`src/rtl/sb_pkg.sv`:
```
// sb_pkg: shared types and constants for the two-master system bus arbiter.
package sb_pkg;

  typedef enum logic [1:0] {
    IDLE,
    ACCESS,
    RESP
  } sb_state_t;

  localparam int SLOT_DMEM = 0;
  localparam int SLOT_PS2  = 3;
  localparam int SLOT_VGA  = 7;

  localparam logic [7:0] SB_SLV_MASK =
    8'((1 << SLOT_DMEM) | (1 << SLOT_PS2) | (1 << SLOT_VGA));

  localparam logic [31:0] SB_TIMEOUT_RD = 32'hDEAD_BEEF;

  typedef struct packed {
    logic        we;
    logic [3:0]  be;
    logic [31:0] addr;
    logic [31:0] wd;
    logic        mid;
  } sb_cmd_t;

endpackage

```
`src/rtl/sb_rr_pick.sv`:
```
// sb_rr_pick: two-way round-robin picker; on a tie the master
// that did not win last time is chosen.
module sb_rr_pick (
  input  logic [1:0] req,
  input  logic       last,
  output logic       grant,
  output logic       valid
);

  always_comb begin
    grant = 1'b0;
    valid = |req;
    unique case (1'b1)
      (req == 2'b11): grant = ~last;
      (req == 2'b10): grant = 1'b1;
      default:        grant = 1'b0;
    endcase
  end

endmodule

```
`src/rtl/sys_bus_arbiter.sv`:
```
// sys_bus_arbiter: two-master round-robin system bus with slot decode,
// per-slot ready completion and sticky timeout/unmapped error capture.
module sys_bus_arbiter
  import sb_pkg::*;
#(
  parameter int                 NUM_SLV  = 8,
  parameter logic [NUM_SLV-1:0] SLV_MASK = SB_SLV_MASK,
  parameter int                 TIMEOUT  = 15
) (
  input  logic                 clk_i,
  input  logic                 resetn_i,
  input  logic                 m0_req_i,
  input  logic                 m0_we_i,
  input  logic [3:0]           m0_be_i,
  input  logic [31:0]          m0_addr_i,
  input  logic [31:0]          m0_wd_i,
  output logic [31:0]          m0_rd_o,
  output logic                 m0_ready_o,
  input  logic                 m1_req_i,
  input  logic                 m1_we_i,
  input  logic [3:0]           m1_be_i,
  input  logic [31:0]          m1_addr_i,
  input  logic [31:0]          m1_wd_i,
  output logic [31:0]          m1_rd_o,
  output logic                 m1_ready_o,
  output logic [NUM_SLV-1:0]   slv_req_o,
  output logic                 slv_we_o,
  output logic [3:0]           slv_be_o,
  output logic [31:0]          slv_addr_o,
  output logic [31:0]          slv_wd_o,
  input  logic [32*NUM_SLV-1:0] slv_rd_i,
  input  logic [NUM_SLV-1:0]   slv_ready_i,
  output logic                 err_o,
  output logic [31:0]          err_addr_o
);

  localparam int SW = (NUM_SLV > 1) ? $clog2(NUM_SLV) : 1;
  localparam int CW = $clog2(TIMEOUT + 1);

  sb_state_t     state;
  sb_state_t     next_state;
  sb_cmd_t       cmd;
  sb_cmd_t       pick_cmd;
  logic          last_grant;
  logic          pick_id;
  logic          pick_vld;
  logic          pick_map;
  logic [7:0]    pick_slot;
  logic [SW-1:0] slot;
  logic [CW-1:0] tmo_cnt;
  logic [CW-1:0] next_cnt;
  logic [31:0]   rd_arr [NUM_SLV];
  logic          sel_ready;
  logic [31:0]   sel_rd;
  logic          access;
  logic          rd_load;
  logic          rd_mid;
  logic [31:0]   rd_val;
  logic          err_set;
  logic [31:0]   err_at;
  logic          err;
  logic [31:0]   err_addr;
  logic [31:0]   rd0;
  logic [31:0]   rd1;

  sb_rr_pick u_pick (
    .req   ({m1_req_i, m0_req_i}),
    .last  (last_grant),
    .grant (pick_id),
    .valid (pick_vld)
  );

  always_comb begin
    if (pick_id) begin
      pick_cmd = '{we: m1_we_i, be: m1_be_i, addr: m1_addr_i,
                   wd: m1_wd_i, mid: 1'b1};
    end else begin
      pick_cmd = '{we: m0_we_i, be: m0_be_i, addr: m0_addr_i,
                   wd: m0_wd_i, mid: 1'b0};
    end
  end

  assign pick_slot = pick_cmd.addr[31:24];
  assign pick_map  = (pick_slot < 8'(NUM_SLV)) &&
                     SLV_MASK[pick_slot[SW-1:0]];

  for (genvar i = 0; i < NUM_SLV; i++) begin : g_rd
    assign rd_arr[i] = slv_rd_i[32*i +: 32];
  end

  // Only mapped slots ever reach ACCESS, so the low slot bits suffice.
  assign slot      = cmd.addr[24 +: SW];
  assign sel_ready = slv_ready_i[slot];
  assign sel_rd    = rd_arr[slot];
  assign access    = (state == ACCESS);

  always_comb begin
    next_state = state;
    next_cnt   = tmo_cnt;
    rd_load    = 1'b0;
    rd_mid     = cmd.mid;
    rd_val     = '0;
    err_set    = 1'b0;
    err_at     = cmd.addr;
    unique case (state)
      IDLE: begin
        next_cnt = '0;
        if (pick_vld) begin
          if (pick_map) begin
            next_state = ACCESS;
          end else begin
            next_state = RESP;
            rd_load    = 1'b1;
            rd_mid     = pick_id;
            err_set    = 1'b1;
            err_at     = pick_cmd.addr;
          end
        end
      end
      ACCESS: begin
        if (sel_ready) begin
          next_state = RESP;
          rd_load    = 1'b1;
          rd_val     = cmd.we ? '0 : sel_rd;
        end else if (tmo_cnt == CW'(TIMEOUT - 1)) begin
          next_state = RESP;
          rd_load    = 1'b1;
          rd_val     = SB_TIMEOUT_RD;
          err_set    = 1'b1;
        end else begin
          next_cnt = tmo_cnt + CW'(1);
        end
      end
      RESP: begin
        next_state = IDLE;
      end
      default: begin
        next_state = IDLE;
      end
    endcase
  end

  always_ff @(posedge clk_i) begin
    if (!resetn_i) begin
      state      <= IDLE;
      cmd        <= '0;
      last_grant <= 1'b1;
      tmo_cnt    <= '0;
      err        <= 1'b0;
      err_addr   <= '0;
      rd0        <= '0;
      rd1        <= '0;
    end else begin
      state   <= next_state;
      tmo_cnt <= next_cnt;
      if (state == IDLE && pick_vld) begin
        cmd        <= pick_cmd;
        last_grant <= pick_id;
      end
      if (rd_load) begin
        if (rd_mid) begin
          rd1 <= rd_val;
        end else begin
          rd0 <= rd_val;
        end
      end
      // First error wins; later ones leave the captured address alone.
      if (err_set && !err) begin
        err      <= 1'b1;
        err_addr <= err_at;
      end
    end
  end

  assign slv_req_o  = access ? (NUM_SLV'(1) << slot) : '0;
  assign slv_we_o   = access & cmd.we;
  assign slv_be_o   = access ? cmd.be : 4'h0;
  assign slv_addr_o = access ? {8'h00, cmd.addr[23:0]} : 32'h0;
  assign slv_wd_o   = access ? cmd.wd : 32'h0;

  assign m0_ready_o = (state == RESP) & ~cmd.mid;
  assign m1_ready_o = (state == RESP) &  cmd.mid;
  assign m0_rd_o    = rd0;
  assign m1_rd_o    = rd1;

  assign err_o      = err;
  assign err_addr_o = err_addr;

endmodule

```
`config.mk`:
```
export PLATFORM = sky130hd
export DESIGN_NAME = sys_bus_arbiter
export DESIGN_NICKNAME = d
export VERILOG_FILES = /design/src/rtl/sb_pkg.sv /design/src/rtl/sb_rr_pick.sv /design/src/rtl/sys_bus_arbiter.sv
export SDC_FILE = /design/constraint.sdc
export NUM_CORES = 1
export LEC_CHECK = 0
export CORE_AREA = 3 3 225 227
export DETAILED_ROUTE_END_ITERATION = 10
export DIE_AREA = 0 0 228 230
export HOLD_SLACK_MARGIN = 0.03
export MAX_ROUTING_LAYER = met4
export SKIP_CTS_REPAIR_TIMING = 1
export SYNTH_ARGS = -nofsm -noshare
export SYNTH_HDL_FRONTEND = slang
export SYNTH_SLANG_ARGS = --single-unit
```
`constraint.sdc`:
```
create_clock -name clk_i -period 3.1 [get_ports clk_i]
set_input_delay 0.93 -clock clk_i [delete_from_list [all_inputs] [get_ports clk_i]]
set_output_delay 0.93 -clock clk_i [all_outputs]
set_load 0.005 [all_outputs]
```
# Word-level counts from Yosys, hierarchy flattened
# Memories as Yosys holds them, arrays and structs flattened.
# Index checks and enable logic that the tools add are counted.
# Widths: inputs -> output; s select.
# totals
ff_bits	174
rom_bits	8
out_inout_bits	176
wordCells	83
memories	1
# memory_table
name	depth	width	read_ports	rd_clocked_by_memory_dff	wr	line_no	source
(no name shown)	8	1	1	0	0	sys_bus_arbiter.sv:85	SLV_MASK[pick_slot[SW-1:0]];
# classes
addsub	1
order_cmp	4
eq_ne	9
shift	1
n_mux	37
bitwise_logic	7
reduce_logical	11
# op_table
op	count
$mux 32	10
$bmux 32 s3	1
$mux 70	1
$mux 24	1
$mux 4	3
$mux 1	10
$lt 3x4->1 const B	2
$lt 8x4->1 const B	1
$mux 2	4
$mux 8	1
$pmux 4 s2	1
$shl 1x3->8 const A	1
$eq 2x2->1 const B	3
$ne 2x2->1 const B	3
$pmux 1 s2	3
$reduce_and 2->1	3
$add 4x1->4 const B	1
$eq 4x4->1 const B	1
$ge 4x4->1 const B	1
$not 3->4	1
$pmux 2 s2	1
$and 1x1->1	3
$bmux 1 s3	1
$logic_and 1x1->1	3
other kinds (8)	10

# Depth between registers and ports, before layout
# Gate-level depths: netlist of the first run.
# logic_depth
depth_word	11
mapped_depth	15
depth_no_buf	11

# Modules after synthesis
# Synthesis of the first run repeated with hierarchy kept, for this count alone.
# unflattened
cells_unflattened	970
area_unflattened_um2	9764.4
# by_module_without_submodules
mod	instances	cells_per_inst	area_per_inst_um2	seq_area_each_um2
sys_bus_arbiter	1	968	9750.6	3483.3
sb_rr_pick	1	2	13.8	0.0

# Least setup slack after synthesis of the first run
# Ideal clock, no wire load.
# synth_timing
path_kind	input -> register
startpoint	input m0_req_i
endpoint	register err_addr[24], in the netlist err_addr_o[24]
t_arrival_ps	3167
path_slack_ps	-185
stages	14
n_path_buf	4
cell_sequence	nand2_1 > and2_1 > buf_4 > clkbuf_1 > nand2_1 > nand2_1 > ha_1 > o21ai_0 > nand4_2 > nand3_2 > buf_4 > buf_2 > mux2i_1 > o2bb2ai_1
# synth_lines
element	line_no	source
start: declaration	sys_bus_arbiter.sv:12	input logic m0_req_i,
end signal: assignment	sys_bus_arbiter.sv:170	err_addr <= err_at;
end: declaration	sys_bus_arbiter.sv:62	logic [31:0] err_addr;

==> metrics.md, run 1 <==
| Metric | Value |
|---|---|
| Area share of the largest cell type after synthesis | 34.8% |
| Critical path type | primary input to flop |
| Most frequent CP cell | nand2_1 |
| Drt drc | 0 |
| Worst Hold End | m1_rd_o[1]$_SDFFE_PN0P_ |
| Hold slack | 0.462 ns |
| # rows | 81 |
| Count leader, synth | nand2_1 |
| Required time of the critical path | 3.51 ns |
| Pleak | 6.31 nW |
| Die width | 228 um |
| WL/cell | 22.7 um |
| Share of post-route cells with drive strength above 1 | 12.5% |
| Status | finished, final reports clean |
| Sw Pwr | 1.91 mW |
| Syn Area/Cell | 9.20 um2 |
| Crit path DAT | 3.39 ns |
| Sinks on Clock Net | 174 |
| Congestion Overflow GR | 0 |
| Die Y | 230 um |
| Area of the die | 52400 um2 |
| Worst Max-Slew Pin Slew | 0.849 ns |
| Worst reg2reg path depth | 5 |
| Async set-reset flop share out of synthesis | 0% |
| Seq pwr share | 37.8% |
| Worst-path maximum fanout | 26 |
| Clock-pin slew on the worst setup and hold paths | 0.08 ns |
| Synth Flop Type | dfxtp_1 |
| Clock share of power | 35.5% |
| Warnings from Yosys | 0 |
| Worst-case clock buffer depth | 2 |
| Final setup viols | 0 |
| Post-synth cell types | 53 |
| Global-route wire length before repair | 75.3 mm |
| Synth cell count leaders | nand2_1 (271), dfxtp_1 (174), mux2i_1 (96), and2_1 (68), mux4_2 (64) |
| Internal reg-to-reg setup slack | 0.72 ns |
| Post-DP HPWL | 42.0 mm |
| Post-route ant nets | 0 |
| Clock Skew | 0.0136 ns |
| Buffers and inverters on the worst path | 3 |
| FMAX | 0.336 GHz |
| Latest clock arrival within the worst-skew pair | 0.48 ns |
| Starting density of the core | 20.5% |
| Internal power | 4.64 mW |
| Max cap viols | 0 |
| Min-delay src | m1_rd_o[1]$_SDFFE_PN0P_ |
| Cell area after synthesis | 10000 um2 |
| Largest net degree at the start of global routing | 75 |
| Delay-heaviest family, CP | buffers and inverters |
| Crit-path max cell delay | 0.59 ns |
| Switching share of power | 29.2% |
| Post-layout util | 35.4% |
| CTS tree | yes |
| Core region area | 48800 um2 |
| Reg-to-Reg Start | cmd[58]$_SDFFE_PN0P_ |
| Vias in the first global route | 11000 |
| Sequential fraction of the synthesis area | 34.8% |
| Final #Nets | 2040 |
| Clock H-tree levels | 4 |
| Combinational Power Share | 26.7% |
| TritonCTS buffer count | 17 |
| Worst Hold Depth | 2 |
| Total power | 6.55 mW |
| Setup crit start kind | primary input |
| Worst path cell trace | clkdlybuf4s50_1, and2_4, nand2_1, nand2_1, ha_1, o21ai_1, nand4_1, buf_4, a32oi_2, o21a_1, buf_12, o2bb2ai_1 |
| CP max-delay cell | clkdlybuf4s50_1 |
| Hold Violations, Final | 0 |
| Post-synthesis cell count | 1087 |
| Total GRT Usage | 20.2% |
| Top post-synthesis cells by area | dfxtp_1 (35%), mux4_2 (14%), nand2_1 (10%) |
| Port bufs | 573 |
| DR iter-0 viols | 565 |
| Post-synth top area cell | dfxtp_1 |
| Crit path from | m1_req_i |
| Fillers | 5016 |
| I/O pins | 582 |
| Via-to-Cell Ratio | 4.58 |
| CTS root buf | clkbuf_16 |
| Hold Path Class | flop to flop |
| Pwr Density | 378 nW/um2 |
| EDFF count, synth | 0 |
| Global placer's final weighted congestion | 0.940 |
| DP Worst Slack | -0.476 ns |
| Area Growth Syn to Fin | 73.2% |
| Setup TNS Final | 0 ns |
| CP Capture Type | flop |
| Maximum vdd drop | 0.000338 V |
| Initial antenna violation count | 23 |
| Fin worst setup slack | 0.119 ns |
| Min Tclk post-route | 2.98 ns |
| Worst reg2reg path endpoint | m1_rd_o[18]$_SDFFE_PN0P_ |
| Final wirelength | 52.8 mm |
| Via Count | 10600 |
| Relative slew slack | 43.4% |
| Flops & latches, synth | 174 |
| Slew Viols, Final | 0 |
| Period utilisation layout | 96.1% |
| Pre-antenna DRT Iters | 5 |
-- final cells by class --
type / count / area (um2) / area share [%]
multi-input combinational: 811 / 6030 / 34.9
timing repair buffer: 624 / 6290 / 36.3
clock inverter: 14 / 169 / 0.976
sequential: 174 / 3500 / 20.2
tap: 664 / 831 / 4.80
antenna: 18 / 45.0 / 0.260
clock buffer: 18 / 439 / 2.54
inverter: 3 / 11.3 / 0.0650
-- worst max path at each step --
stage	end	slack, ns	depth (start not counted)
floorplan	err_addr_o[10]$_SDFFE_PN0P_	0.009	14
global placement	err_addr_o[31]$_SDFFE_PN0P_	-0.33	14
detailed placement	err_addr_o[13]$_SDFFE_PN0P_	-0.48	8
CTS	slv_req_o[1]	-0.04	5
global route	slv_wd_o[3]	-0.0006	5
finish	err_addr_o[8]$_SDFFE_PN0P_	0.12	12
-- stage by stage --
stage                     std cells  instance area (um2)
final                          2326                17300
after global routing           2322                17300
after CTS                      2305                17200
after detailed placement       2273                16600
after global placement         2273                16600
after floorplan                1094                10100
-- flip-flops by register name (all words and copies together) (netlist names) --
signal      cells
m1_rd_o        32
last_grant      1
state           2
err_o           1
tmo_cnt         4
err_addr_o     32
m0_rd_o        32
cmd            70
-- kinds of logic (layout without fill, tap and decap cells) --
group                    Yosys count  after routing  synth area share (%)
buffers and inverters            109            659                  5.44
multiplexers                     192            192                  27.6
other                              1             26                0.0375
AO/OA/AOI/OAI                    174            174                  12.3
AND/OR/NAND/NOR                  433            433                  19.3
XOR/XNOR                           1              1                0.0876
adder cells (fa/ha/maj)            3              3                 0.375
flip-flops                       174            174                  34.8
-- worst min-delay path, cell delays in order, from the launching register on --
cell     delay, ns
dfxtp_1       0.31
nand2_1       0.05
mux2i_1       0.05
-- per-layer routing --
metal  global-route usage [%]  wire, um  up-vias
met3                     6.52      4140       71
met5                        -         0        -
met1                     21.2     19500     5102
li1                         -         -     4971
met2                     35.5     27600      498
met4                     7.81      1580        0
-- cell usage in the layout, fill, tap and decap left out, types with 2 or more instances in the layout --
cell type | netlist | final
o21ai_0 | 29 | 27
nor2_1 | 54 | 52
nand2_1 | 271 | 271
diode_2 | 0 | 18
clkinvlp_4 | 0 | 2
clkdlybuf4s50_1 | 0 | 570
dfxtp_1 | 174 | 170
clkbuf_16 | 0 | 18
mux4_2 | 64 | 64
o21a_1 | 2 | 2
buf_4 | 12 | 37
nand3_1 | 7 | 7
o22ai_4 | 2 | 2
nor2_2 | 0 | 2
inv_1 | 2 | 2
nand2b_1 | 4 | 4
a31oi_1 | 6 | 6
nor3_1 | 6 | 6
bufinv_16 | 0 | 2
o221a_2 | 5 | 5
o2bb2ai_1 | 26 | 26
a21oi_1 | 54 | 54
or2_2 | 2 | 2
o21ai_1 | 0 | 2
inv_6 | 0 | 5
a311oi_1 | 37 | 37
a211o_1 | 6 | 6
and2_1 | 68 | 67
nand3b_1 | 2 | 2
nor3b_1 | 2 | 2
mux2_2 | 32 | 32
inv_8 | 0 | 4
dlymetal6s2s_1 | 0 | 2
buf_12 | 0 | 12
conb_1 | 1 | 8
dfxtp_4 | 0 | 3
mux2i_1 | 96 | 96
nand4_1 | 3 | 3
ha_1 | 3 | 3
-- power by group through the flow --
stage / registers [mW] / logic (mW) / clock network, mW
after floorplan: 2.47 / 0.880 / 0
after global placement: 2.52 / 1.74 / 0
after detailed placement: 2.53 / 1.76 / 0
after CTS: 2.48 / 1.76 / 2.42
after global routing: 2.49 / 1.88 / 2.51
final: 2.47 / 1.75 / 2.33
Note: power is estimated with default switching activity, not from simulation.
==> run 2: changes to the inputs <==
Settings changed: PLACE_DENSITY_LB_ADDON from default to 0.25.
==> run 2 against run 1 <==
  * Highest routed layer unchanged
  * Critical path depth decreased by 8
  * Worst hold slack got worse by 0.0017 ns
  * Cell count about the same
  * Worst setup slack got worse by 0.034 ns
  * Combinational power increased by 2%
  * Non-clock buffer count increased by 8
  * Sequential power about the same
  * Count of clock-buffer cells in the layout increased by 5
==> metrics.md, run 2 (synthesis results as in run 1) <==
| Metric | Value |
|---|---|
| Combinational Power Share | 27.5% (was 26.7%) |
| Pwr Density | 371 nW/um2 (was 378 nW/um2) |
| Congestion Overflow GR | 0 (unchanged) |
| Clock H-tree levels | 4 (unchanged) |
| Most frequent cells in the layout | clkdlybuf4s50_1 (541), nand2_1 (270), dfxtp_1 (170), mux2i_1 (96), and2_1 (67) (was clkdlybuf4s50_1 (570), nand2_1 (271), dfxtp_1 (170), mux2i_1 (96), and2_1 (67)) |
| Hold Violations, Final | 0 (unchanged) |
| TritonCTS buffer count | 17 (unchanged) |
| Crit path DAT | 2.08 ns (was 3.39 ns) |
| Post-DP HPWL | 40.6 mm (was 42.0 mm) |
| Fin worst setup slack | 0.0860 ns (was 0.119 ns) |
| Sinks on Clock Net | 174 (unchanged) |
| Post-route ant nets | 0 (unchanged) |
| Share of post-route cells with drive strength above 1 | 12.8% (was 12.5%) |
| CTS tree | yes (unchanged) |
| Global-route wire length before repair | 74.1 mm (was 75.3 mm) |
| Setup TNS Final | 0 ns (unchanged) |
| DR iter-0 viols | 550 (was 565) |
| Switching share of power | 27.9% (was 29.2%) |
| Slew Viols, Final | 0 (unchanged) |
| Min Tclk post-route | 3.01 ns (was 2.98 ns) |
| Period utilisation layout | 97.2% (was 96.1%) |
| Total GRT Usage | 20.0% (was 20.2%) |
| CTS root buf | clkbuf_16 (unchanged) |
| Internal power | 4.68 mW (was 4.64 mW) |
| Maximum vdd drop | 0.000256 V (was 0.000338 V) |
| FMAX | 0.332 GHz (was 0.336 GHz) |
| Flip-flop count of the largest register after layout | 70 (unchanged) |
| Commonest non-fill, non-tap cell in the layout | clkdlybuf4s50_1 (unchanged) |
| Hold Path Class | flop to flop (unchanged) |
| Worst Hold End | m1_rd_o[15]$_SDFFE_PN0P_ (was m1_rd_o[1]$_SDFFE_PN0P_) |
| Worst reg2reg path depth | 11 (was 5) |
| CP Capture Type | output port (was flop) |
| Multi-input combinational cell area | 6050 um2 (was 6030 um2) |
| Starting density of the core | 20.5% (unchanged) |
| Status | finished, final reports clean (unchanged) |
| Worst-path maximum fanout | 33 (was 26) |
| Clock share of power | 34.3% (was 35.5%) |
| Vias in the first global route | 10700 (was 11000) |
| Fillers | 5039 (was 5016) |
| Die width | 228 um (unchanged) |
| Pleak | 6.91 nW (was 6.31 nW) |
| Core region area | 48800 um2 (unchanged) |
| Worst reg2reg path endpoint | m0_rd_o[23]$_SDFFE_PN0P_ (was m1_rd_o[18]$_SDFFE_PN0P_) |
| Area Growth Syn to Fin | 75.0% (was 73.2%) |
| Min-delay src | m1_rd_o[15]$_SDFFE_PN0P_ (was m1_rd_o[1]$_SDFFE_PN0P_) |
| Latest clock arrival within the worst-skew pair | 0.49 ns (was 0.48 ns) |
| I/O pins | 582 (unchanged) |
| Sw Pwr | 1.81 mW (was 1.91 mW) |
| Relative slew slack | 40.3% (was 43.4%) |
| Reg-to-Reg Start | last_grant$_SDFFE_PN1P_ (was cmd[58]$_SDFFE_PN0P_) |
| Most flops, register | cmd (unchanged) |
| Initial antenna violation count | 17 (was 23) |
| WL/cell | 23.2 um (was 22.7 um) |
| Critical path type | flop to output port (was primary input to flop) |
| Final #Nets | 2048 (was 2040) |
| Worst Hold Depth | 2 (unchanged) |
| Required time of the critical path | 2.17 ns (was 3.51 ns) |
| Global placer's final weighted congestion | 0.934 (was 0.940) |
| Seq pwr share | 38.1% (was 37.8%) |
| Worst-case clock buffer depth | 2 (unchanged) |
| Clock Skew | 0.0152 ns (was 0.0136 ns) |
| Max cap viols | 0 (unchanged) |
| Final wirelength | 54.0 mm (was 52.8 mm) |
| Via-to-Cell Ratio | 4.55 (was 4.58) |
| Drt drc | 0 (unchanged) |
| Reg area | 3500 um2 (about the same) |
| Die Y | 230 um (unchanged) |
| Pre-antenna DRT Iters | 5 (unchanged) |
| Largest net degree at the start of global routing | 100 (was 75) |
| Via Count | 10600 (about the same) |
| Port bufs | 573 (unchanged) |
| Area of the die | 52400 um2 (unchanged) |
| Clock-pin slew on the worst setup and hold paths | 0.06 ns (was 0.08 ns) |
| Setup crit start kind | flop (was primary input) |
| # rows | 81 (unchanged) |
| Final setup viols | 0 (unchanged) |
| Crit path from | state[0]$_SDFFE_PN0P_ (was m1_req_i) |
| Worst Max-Slew Pin Slew | 0.896 ns (was 0.849 ns) |
| DP Worst Slack | -0.390 ns (was -0.476 ns) |
| Internal reg-to-reg setup slack | 0.67 ns (was 0.72 ns) |
-- run 2: cell types whose count changed in the layout (fill, tap and decap cells not counted), moves of 2 or more --
cell,previous run,this run
clkdlybuf4s50_1,570,541
nand2_2,0,2
buf_12,12,9
inv_6,5,1
clkbuf_1,0,3
dlymetal6s2s_1,2,31
inv_8,4,0
buf_4,37,41
diode_2,18,16
clkbuf_16,18,25
-- run 2: per-stage QoR --
stage	total power [mW]	util, %	hold slack [ns]	cell area, um2	std cells
global route	6.81	35.8	0.486	17500	2325
finish	6.49	35.8	0.460	17500	2328
floorplan	3.35	-	0.451	10100	1094
global placement	4.26	33.8	0.442	16500	2269
CTS	6.58	35.0	0.461	17100	2297
detailed placement	4.28	33.8	0.446	16500	2269
-- run 2: worst max path at each step --
stage / endpoint / depth (start not counted)
3_5_place_dp: m0_rd_o[24]$_SDFFE_PN0P_ / 12
3_3_place_gp: m0_rd_o[25]$_SDFFE_PN0P_ / 12
2_1_floorplan: err_addr_o[10]$_SDFFE_PN0P_ / 14
4_1_cts: slv_req_o[1] / 5
6_report: slv_wd_o[23] / 4
5_1_grt: err_addr_o[5]$_SDFFE_PN0P_ / 13
-- run 2: worst max-delay path: stages, from the launching register on --
cell	delay [ns]
dfxtp_4	0.39
nor2b_4	0.25
clkbuf_16	0.27
and2_1	0.17
clkdlybuf4s50_1	0.50
-- run 2: routing by layer --
metal | GRT usage [%] | wire length (um) | up-vias
li1 | - | - | 4979
met3 | 6.84 | 3990 | 60
met2 | 34.5 | 27900 | 405
met4 | 7.73 | 1620 | 0
met5 | - | 0 | -
met1 | 21.0 | 20500 | 5140
-- run 2: area by class of cell --
class	count	share of cell area [%]
inverters	3	0.0644
diodes	16	0.229
clock inverters	5	0.465
multi-input cells	811	34.6
flip-flops and latches	174	20.0
clock buffers	23	2.80
repair buffers	632	37.1
well taps	664	4.75
-- run 2: power groups by stage --
stage / logic [mW] / registers [mW] / clock network, mW
3_3_place_gp: 1.73 / 2.53 / 0
3_5_place_dp: 1.75 / 2.53 / 0
2_1_floorplan: 0.880 / 2.47 / 0
4_1_cts: 1.76 / 2.48 / 2.35
5_1_grt: 1.92 / 2.49 / 2.40
6_report: 1.79 / 2.47 / 2.23
